==> src/rtl/trng_entropy_reader.sv <==
// trng_entropy_reader
// Consumer end of the TRNG raw bit stream. Accepted bits are health-tested
// continuously with a repetition-count test (RCT) and an adaptive-proportion
// test (APT). The first STARTUP_BITS accepted bits are tested and then thrown
// away. After that, bits are packed MSB-first into bytes and handed out
// through a small FIFO with a valid/ready handshake. A health trip blocks all
// output until clear_fail is pulsed.
//
// Ports
//   clk          system clock
//   n_reset      synchronous, active-low reset
//   enable       run request
//   raw_bit      entropy bit from the source
//   raw_valid    qualifies raw_bit
//   clear_fail   pulse that leaves FAIL
//   byte_out     FIFO head byte (0 when the FIFO is empty)
//   byte_valid   FIFO non-empty
//   byte_ready   downstream accepts byte_out
//   health_fail  high while in FAIL
//   fail_cause   01 RCT, 10 APT, 11 both; held while in FAIL
//   state        00 IDLE, 01 STARTUP, 10 RUN, 11 FAIL
//   drop_count   saturating count of bytes lost to a full FIFO
module trng_entropy_reader #(
  parameter int RCT_CUTOFF   = 16,
  parameter int APT_WINDOW   = 256,
  parameter int APT_CUTOFF   = 200,
  parameter int STARTUP_BITS = 1024,
  parameter int FIFO_DEPTH   = 4
) (
  input  logic       clk,
  input  logic       n_reset,
  input  logic       enable,
  input  logic       raw_bit,
  input  logic       raw_valid,
  input  logic       clear_fail,
  output logic [7:0] byte_out,
  output logic       byte_valid,
  input  logic       byte_ready,
  output logic       health_fail,
  output logic [1:0] fail_cause,
  output logic [1:0] state,
  output logic [7:0] drop_count
);

  localparam int RUN_W  = $clog2(RCT_CUTOFF + 1);
  localparam int APT_PW = $clog2(APT_WINDOW);
  localparam int APT_CW = $clog2(APT_WINDOW + 1);
  localparam int SU_W   = $clog2(STARTUP_BITS + 1);
  localparam int PTR_W  = $clog2(FIFO_DEPTH);

  localparam logic [RUN_W-1:0]  RCT_LIM = RUN_W'(RCT_CUTOFF);
  localparam logic [APT_CW-1:0] APT_LIM = APT_CW'(APT_CUTOFF);
  localparam logic [SU_W-1:0]   SU_LAST = SU_W'(STARTUP_BITS - 1);

  typedef enum logic [1:0] {
    ST_IDLE    = 2'b00,
    ST_STARTUP = 2'b01,
    ST_RUN     = 2'b10,
    ST_FAIL    = 2'b11
  } state_e;

  state_e             state_q, state_d;
  logic [RUN_W-1:0]   run_q, run_d;
  logic               prev_q, prev_d;
  logic [APT_PW-1:0]  apt_pos_q, apt_pos_d;
  logic               apt_ref_q, apt_ref_d;
  logic [APT_CW-1:0]  apt_cnt_q, apt_cnt_d;
  logic [SU_W-1:0]    su_cnt_q, su_cnt_d;
  logic [7:0]         acc_q, acc_d;
  logic [2:0]         bit_cnt_q, bit_cnt_d;
  logic [1:0]         cause_q, cause_d;
  logic [7:0]         drop_q, drop_d;
  logic [PTR_W:0]     wr_ptr_q, wr_ptr_d;
  logic [PTR_W:0]     rd_ptr_q, rd_ptr_d;
  logic [7:0]         mem_q [FIFO_DEPTH];

  logic               accept_s;
  logic [RUN_W-1:0]   run_next_s;
  logic [APT_CW-1:0]  apt_cnt_next_s;
  logic               rct_trip_s, apt_trip_s, trip_s;
  logic               su_done_s;
  logic               fifo_empty_s, fifo_full_s;
  logic               pop_s, byte_push_s, push_ok_s, drop_s;
  logic               clear_s;
  logic [7:0]         new_byte_s;

  // Health-test arithmetic evaluated on the bit being accepted this cycle
  always_comb begin
    accept_s = raw_valid & enable & ((state_q == ST_STARTUP) | (state_q == ST_RUN));
    // run_q == 0 means no bit seen since IDLE, so the next bit starts a run of 1
    if ((run_q != {RUN_W{1'b0}}) && (raw_bit == prev_q)) begin
      run_next_s = run_q + RUN_W'(1);
    end else begin
      run_next_s = RUN_W'(1);
    end
    if (apt_pos_q == {APT_PW{1'b0}}) begin
      apt_cnt_next_s = APT_CW'(1);
    end else begin
      apt_cnt_next_s = apt_cnt_q + APT_CW'(raw_bit == apt_ref_q);
    end
    rct_trip_s  = accept_s & (run_next_s >= RCT_LIM);
    apt_trip_s  = accept_s & (apt_cnt_next_s >= APT_LIM);
    trip_s      = rct_trip_s | apt_trip_s;
    su_done_s   = accept_s & (state_q == ST_STARTUP) & (su_cnt_q == SU_LAST);
    new_byte_s  = {acc_q[6:0], raw_bit};
  end

  // FIFO status and handshake
  always_comb begin
    fifo_empty_s = (wr_ptr_q == rd_ptr_q);
    fifo_full_s  = (wr_ptr_q[PTR_W] != rd_ptr_q[PTR_W]) &&
                   (wr_ptr_q[PTR_W-1:0] == rd_ptr_q[PTR_W-1:0]);
    pop_s        = ~fifo_empty_s & byte_ready;
    byte_push_s  = accept_s & (state_q == ST_RUN) & ~trip_s & (bit_cnt_q == 3'd7);
    // A pop on the same edge frees the slot, so a full FIFO still takes the byte
    push_ok_s    = byte_push_s & (~fifo_full_s | pop_s);
    drop_s       = byte_push_s & fifo_full_s & ~pop_s;
  end

  // Next-state logic of the control FSM
  always_comb begin
    state_d = state_q;
    case (state_q)
      ST_IDLE: begin
        if (enable) state_d = ST_STARTUP;
        else        state_d = ST_IDLE;
      end
      ST_STARTUP: begin
        if (!enable)        state_d = ST_IDLE;
        else if (trip_s)    state_d = ST_FAIL;
        else if (su_done_s) state_d = ST_RUN;
        else                state_d = ST_STARTUP;
      end
      ST_RUN: begin
        if (!enable)     state_d = ST_IDLE;
        else if (trip_s) state_d = ST_FAIL;
        else             state_d = ST_RUN;
      end
      ST_FAIL: begin
        if (clear_fail) state_d = ST_IDLE;
        else            state_d = ST_FAIL;
      end
      default: state_d = ST_IDLE;
    endcase
  end

  // Next values of test, startup, assembler, FIFO and status registers
  always_comb begin
    clear_s   = (state_d == ST_IDLE) || (state_d == ST_FAIL);
    run_d     = run_q;
    prev_d    = prev_q;
    apt_pos_d = apt_pos_q;
    apt_ref_d = apt_ref_q;
    apt_cnt_d = apt_cnt_q;
    su_cnt_d  = su_cnt_q;
    acc_d     = acc_q;
    bit_cnt_d = bit_cnt_q;
    wr_ptr_d  = wr_ptr_q;
    rd_ptr_d  = rd_ptr_q;
    drop_d    = drop_q;
    cause_d   = 2'b00;

    if (clear_s) begin
      // Entering IDLE or FAIL drops all in-flight state, including the FIFO
      run_d     = {RUN_W{1'b0}};
      prev_d    = 1'b0;
      apt_pos_d = {APT_PW{1'b0}};
      apt_ref_d = 1'b0;
      apt_cnt_d = {APT_CW{1'b0}};
      su_cnt_d  = {SU_W{1'b0}};
      acc_d     = 8'h00;
      bit_cnt_d = 3'd0;
      wr_ptr_d  = {(PTR_W+1){1'b0}};
      rd_ptr_d  = {(PTR_W+1){1'b0}};
    end else begin
      if (accept_s) begin
        run_d     = run_next_s;
        prev_d    = raw_bit;
        apt_cnt_d = apt_cnt_next_s;
        apt_pos_d = apt_pos_q + APT_PW'(1);
        if (apt_pos_q == {APT_PW{1'b0}}) begin
          apt_ref_d = raw_bit;
        end else begin
          apt_ref_d = apt_ref_q;
        end
        if (state_q == ST_STARTUP) begin
          su_cnt_d = su_cnt_q + SU_W'(1);
        end else if (bit_cnt_q == 3'd7) begin
          // The completed byte goes straight to the FIFO, never into acc
          acc_d     = 8'h00;
          bit_cnt_d = 3'd0;
        end else begin
          acc_d     = new_byte_s;
          bit_cnt_d = bit_cnt_q + 3'd1;
        end
      end else begin
        run_d = run_q;
      end
      if (push_ok_s) wr_ptr_d = wr_ptr_q + (PTR_W+1)'(1);
      else           wr_ptr_d = wr_ptr_q;
      if (pop_s)     rd_ptr_d = rd_ptr_q + (PTR_W+1)'(1);
      else           rd_ptr_d = rd_ptr_q;
    end

    if (drop_s && (drop_q != 8'hFF)) drop_d = drop_q + 8'd1;
    else                             drop_d = drop_q;

    if (state_d == ST_FAIL) begin
      if (state_q == ST_FAIL) cause_d = cause_q;
      else                    cause_d = {apt_trip_s, rct_trip_s};
    end else begin
      cause_d = 2'b00;
    end
  end

  // State and datapath registers with synchronous active-low reset
  always_ff @(posedge clk) begin
    if (!n_reset) begin
      state_q   <= ST_IDLE;
      run_q     <= {RUN_W{1'b0}};
      prev_q    <= 1'b0;
      apt_pos_q <= {APT_PW{1'b0}};
      apt_ref_q <= 1'b0;
      apt_cnt_q <= {APT_CW{1'b0}};
      su_cnt_q  <= {SU_W{1'b0}};
      acc_q     <= 8'h00;
      bit_cnt_q <= 3'd0;
      cause_q   <= 2'b00;
      drop_q    <= 8'h00;
      wr_ptr_q  <= {(PTR_W+1){1'b0}};
      rd_ptr_q  <= {(PTR_W+1){1'b0}};
    end else begin
      state_q   <= state_d;
      run_q     <= run_d;
      prev_q    <= prev_d;
      apt_pos_q <= apt_pos_d;
      apt_ref_q <= apt_ref_d;
      apt_cnt_q <= apt_cnt_d;
      su_cnt_q  <= su_cnt_d;
      acc_q     <= acc_d;
      bit_cnt_q <= bit_cnt_d;
      cause_q   <= cause_d;
      drop_q    <= drop_d;
      wr_ptr_q  <= wr_ptr_d;
      rd_ptr_q  <= rd_ptr_d;
    end
  end

  // FIFO storage
  always_ff @(posedge clk) begin
    if (!n_reset) begin
      for (int i = 0; i < FIFO_DEPTH; i++) mem_q[i] <= 8'h00;
    end else if (push_ok_s) begin
      mem_q[wr_ptr_q[PTR_W-1:0]] <= new_byte_s;
    end else begin
      mem_q[wr_ptr_q[PTR_W-1:0]] <= mem_q[wr_ptr_q[PTR_W-1:0]];
    end
  end

  assign byte_valid  = ~fifo_empty_s;
  assign byte_out    = fifo_empty_s ? 8'h00 : mem_q[rd_ptr_q[PTR_W-1:0]];
  assign health_fail = (state_q == ST_FAIL);
  assign fail_cause  = cause_q;
  assign state       = state_q;
  assign drop_count  = drop_q;

endmodule

==> config.mk <==
export PLATFORM = sky130hd
export DESIGN_NAME = trng_entropy_reader
export DESIGN_NICKNAME = d
export VERILOG_FILES = /design/src/rtl/trng_entropy_reader.sv
export SDC_FILE = /design/constraint.sdc
export NUM_CORES = 1
export LEC_CHECK = 0
export ABC_AREA = 1
export CAP_MARGIN = 0
export CORE_UTILIZATION = 57
export CTS_CLUSTER_DIAMETER = 150
export CTS_CLUSTER_SIZE = 20
export DETAILED_ROUTE_END_ITERATION = 10
export HOLD_SLACK_MARGIN = 0.06
export PLACE_DENSITY_LB_ADDON = 0.25
export RECOVER_POWER = 100
export SETUP_SLACK_MARGIN = 0.5
export SLEW_MARGIN = 40
export SYNTH_ARGS = -nofsm -noshare
export SYNTH_HDL_FRONTEND = slang
export SYNTH_SLANG_ARGS = --single-unit
==> constraint.sdc <==
create_clock -name clk -period 3.5 [get_ports clk]
set_input_delay 0.7 -clock clk [delete_from_list [all_inputs] [get_ports clk]]
set_output_delay 0.7 -clock clk [all_outputs]
set_load 0.005 [all_outputs]
* After elaboration in Yosys (flattened, before gate mapping) *
Memories as Yosys holds them, arrays and structs flattened. A register that Yosys moved wholly into a read port is not among the register bits.
Cells that the tools add are included.

storage, ports and cells
  RAM bits = 32
  input port bits = 7
  flip-flop bits (word level) = 63
  memories kept = 1

memory list
  name   depth  width  rd ports  clocked after Yosys merged registers in  write ports  line  text
  mem_q  4      8      1         1                                        4            75    logic [7:0] mem_q [FIFO_DEPTH];

operators by class
  bitwise operators = 23
  mux-type cells = 26
  order comparisons = 2
  reduce and logical (&&, ||, !) cells = 15
  add/subtract/negate cells = 8
  equal/unequal tests = 13

operators with widths
  kind                   number
  $mux 8                 3
  $add 8x1->8 const B    2
  $mux 2                 8
  $and 1x1->1            13
  $add 11x1->11 const B  1
  $eq 11x10->1 const B   1
  $mux 1                 10
  $reduce_and 2->1       5
  $add 3x1->3 const B    3
  $add 9x1->9            1
  $ge 9x8->1 const B     1
  $mux 9                 1
  $logic_not 8->1        1
  $ne 8x8->1 const B     1
  $pmux 2 s4             1
  $reduce_or 8->1        1
  $mux 7                 1
  $eq 2x2->1 const B     3
  $not 1->1              6
  $add 5x1->5 const B    1
  $ge 5x5->1 const B     1
  $mux 5                 1
  $reduce_bool 5->1      1
  $logic_not 2->1        2
  other kinds (12)       18

* Longest topological paths before layout *
  word-level depth = 17
  mapped depth = 21
  mapped depth without buffers = 20

* Least setup slack after synthesis *
No wires, ideal clock.

  kind = input -> register
  from = in raw_bit
  to = reg (tool-made name)
  library setup time = 0.071 ns
  data required time = 3.429 ns
  stages on the path = 20
  arrival time = 3.136 ns
  path slack = 0.293 ns
  path through = xnor2_1 > ha_1 > ha_1 > nand2_1 > nor2_2 > nand3_1 > nand3_1 > nor2_1 > nand2_1 > nand3_1 > o21ai_0 > nand2_1 > nand2_1 > inv_1 > ha_1 > nand2_1 > inv_1 > clkbuf_1 > o21ai_0 > nor2_1

RTL lines
  what         line  text
  from (decl)  33    input logic raw_bit,

* Worst setup path after layout *
  from = in raw_valid
  to = reg su_cnt_q[0]

on the way
  longest elaborated chain between the ends = 11

ends and longest elaborated chain
  what                                                  line  text
  from (decl)                                           34    input logic raw_valid,
  $and 1x1->1 * (2 in series)                           89    accept_s = raw_valid & enable & ((state_q == ST_STARTUP) | (state_q == ST_RUN));
  $and 1x1->1 (2 in series)                             104   su_done_s = accept_s & (state_q == ST_STARTUP) & (su_cnt_q == SU_LAST);
  $mux 2                                                131   else if (su_done_s) state_d = ST_RUN;
  $mux 2 *                                              130   else if (trip_s) state_d = ST_FAIL;
  $mux 2 *                                              129   if (!enable) state_d = ST_IDLE;
  $pmux 2 s4 *                                          123   case (state_q)
  named net state_d[1]                                  62    state_e state_q, state_d;
  $eq 2x2->1 / $logic_not 2->1 (equally long branches)  149   clear_s = (state_d == ST_IDLE) || (state_d == ST_FAIL);
  $logic_or 1x1->1 *                                    149
  $reduce_or 2->1 (no line) *                           n/a
  to (signal assigned)                                  225   su_cnt_q <= {SU_W{1'b0}};
  to (signal assigned)                                  239   su_cnt_q <= su_cnt_d;
  to (decl)                                             68    logic [SU_W-1:0] su_cnt_q, su_cnt_d;

Mark *: on every way through the listed nets, which the timed path passes. The rest lies on a longest branch.
A chain may end at the register's enable or synchronous reset.

==> impl_metrics.py <==
metrics = {
    "sta": {
        "hold_violations": 0,
        "slew_viol_final": 0,
        "skew_ps": 13.55,
        "period_needed_ps": 3158,
        "max_freq_ghz": 0.3167,
        "hold_slack_ps": 491.0,
        "setup_viol": 0,
        "setup_tns_ps": 0,
        "tightest_slew_ps": 675.6,
        "period_share_pct": 90.23,
        "rsz0062_at_grt": "false",
        "max_slew_margin_pct": 54.82,
    },
    "floorplan": {
        "coreArea_mm2": 0.007848,
        "die_w_um": 92.69,
        "row_count": 32,
        "die-height_um": 92.69,
        "dieArea_mm2": 0.008591,
        "initial_utilization_pct": 59.74,
        "io_pins": 29,
    },
    "yosys": {
        "netlist.top_cell.by_area": "dfxtp_1",
        "synthArstFlopShare_pct": 0,
        "synth-seq-cells": 97,
        "syn-num-nets": 590,
        "yosysSeqAreaShare_pct": 48.25,
        "synth_most_common_cell": "nor2_1",
        "synthTopCellsByCount": "112 x nor2_1, 79 x nand2_1, 66 x inv_1",
        "synth_area_mm2": 0.004688,
        "synthesis.instances": 566,
        "ys_types": 38,
        "yosysWarningCount": 0,
        "synth-edff-count": 32,
        "synth-main-ff-cell": "dfxtp_1",
        "post_synth.cell_area_avg_um2": 8.283,
        "synth_top_area_share_pct": 27.76,
        "synthTopCellsByArea": "dfxtp_1 28%, edfxtp_1 20%, nor2_1 9.0%",
    },
    "power": {
        "p_leak_uw": 0.002370,
        "vdd_drop_max_v": 0.0002240,
        "power_density_mw_per_mm2": 379.3,
    },
    "clock_tree": {
        "cts.sinks": 97,
        "clk_latency_ps": 370,
        "cts_root_buffer": "clkbuf_8",
        "numCtsBuffers": 9,
        "cts.path.max_buffers": 2,
        "clkTransAtPathRegs_ps": 100,
        "cts_max_level": 3,
        "cts_tree": "yes",
        "ctsHoldBuffers": 0,
    },
    "finish": {
        "area_delta_synth_final_pct": 22.66,
        "design_area_mm2": 0.005751,
        "drive_gt1_share_pct": 15.38,
        "final_core_utilization_pct": 73.28,
        "final_nets": 656,
        "diodes": 0,
        "finalNonFillerCells": 739,
    },
    "setup_path": {
        "start_kind": "input pin",
        "path_class": "input pin to flop",
        "reg2reg_depth": 18,
        "r2r_start": "state[0]$_SDFF_PN0_",
        "arrival_ps": 3430,
        "cp-startpoint": "raw_valid",
        "crit_fanout": 9,
        "crit_path_end_kind": "flop",
        "worstPathRequired_ps": 3770,
    },
    "detailed_routing": {
        "drt.antenna.violating_nets": 0,
        "drt_iter0_drc": 189,
        "dr_total_vias": 4069,
        "drc": 0,
        "avgRoutedWirePerCell_um": 14.72,
        "drt-vias-per-instance": 5.506,
        "firstDrtPassIters": 5,
        "wl_um": 10880,
    },
    "global_routing": {
        "antenna_found_initial": 0,
        "grt_first_pass_wirelength_um": 17220,
        "track_usage_pct": 25.51,
        "grt_pass1_vias": 3811,
        "grt_max_degree": 20,
        "overflow": 0,
    },
    "status": {
        "status": "completed",
    },
    "placement": {
        "portBuffers": 28,
        "hpwl_um": 6723,
        "place_area_mm2": 0.005194,
        "place_inst": 701,
        "gp_congestion": 0.8800,
    },
    "worst_hold_path": {
        "hold_class": "flop to flop",
        "min-delay-start": "su_cnt_q[5]$_SDFFE_PP0P_",
        "hold_path_depth": 2,
    },
    "run": {
        "max_cap_violations": 0,
    },
}
-- path summary, 6_finish.rpt --
path | to | slack [ps]
min | su_cnt_q[5]$_SDFFE_PP0P_ | 490
min reg2reg | su_cnt_q[5]$_SDFFE_PP0P_ | 490
max | su_cnt_q[0]$_SDFFE_PP0P_ | 340
max reg2reg | su_cnt_q[0]$_SDFFE_PP0P_ | 390
-- registers in the layout, indices dropped and copies added (netlist names), named ones only --
name / count
mem_q: 32
su_cnt_q: 11
apt_cnt_q: 9
apt_pos_q: 8
drop_count: 8
acc_q: 7
run_q: 5
bit_cnt_q: 3
rd_ptr_q: 3
wr_ptr_q: 3
fail_cause: 2
state: 2
apt_ref_q: 1
prev_q: 1
-- logic make-up after synthesis --
group | count (synthesis) | synth area share [%]
flip-flops | 97 | 48.25
AO/OA/AOI/OAI | 104 | 12.97
AND/OR/NAND/NOR | 255 | 25.22
buffers and inverters | 83 | 7.152
XOR/XNOR | 10 | 1.868
adder cells (fa/ha/maj) | 17 | 4.537
-- worst max-delay path, cell delays in order --
cell	delay, ps
clkdlybuf4s50_1	470
nand3_1	130
nor2_1	350
inv_2	150
nor4_4	260
nand2_1	100
nor2_1	140
o21ai_1	80
nand2_1	80
nand2_2	60
inv_1	100
ha_4	210
nand2_4	70
clkbuf_1	160
buf_4	200
a21oi_2	40
o21a_1	110
-- layer usage --
layer	wire (µm)	GRT usage (%)	part of all wire, %
met1	4632	29.76	43
met4	220	9.615	2.0
met3	418	5.501	3.8
met5	0	0	0
met2	5606	45.68	52
-- cells in the final DEF, fill, tap and decap left out, types with 5 or more instances in the layout --
cell             instances
nor2_1                 110
o21ai_1                  7
o32ai_1                  8
inv_1                   61
xor2_1                   6
buf_6                    8
ha_1                    15
buf_4                   23
a21oi_1                 44
nand2_2                  5
nand3_1                 28
o21ai_0                 25
clkbuf_8                 9
clkdlybuf4s50_1         11
dfxtp_1                 63
nand4_1                  6
nand2_1                 75
nor3_1                   9
dlygate4sd3_1           15
clkbuf_1                 6
edfxtp_1                32
-- power by group --
part / leakage (µW) / total (µW) / internal [µW] / switching [µW]
sequential: 0.000829 / 1190 / 1180 / 9.38
clock: 0.000111 / 826 / 410 / 416
combinational: 0.00143 / 163 / 80.9 / 82.3
-- through the flow --
| step | setup WS, ps | power, µW |
|---|---|---|
| floorplan | 507.5 | 1277 |
| CTS | 404.6 | 2160 |
| global route | 225.4 | 2248 |
| global placement | -11.20 | 1314 |
| finish | 342.0 | 2181 |
| detailed placement | -113.4 | 1317 |
-- final cells by class --
type	instances	area, µm²
sequential	97	2265
multi-input combinational	386	2175
fill	590	2097
timing repair buffer	70	693.2
inverter	68	266.5
tap	102	127.6
clock buffer	9	123.9
clock inverter	7	100.1
-- timing repair --
item | in CTS | in global routing
buffers inserted | 12 | 7
endpoints found under the setup margin | 90 | 95
cloned | 3 | 0
gates resized for setup | 21 | 41
pin swaps | 7 | 13
(Power assumes the default switching activity.)
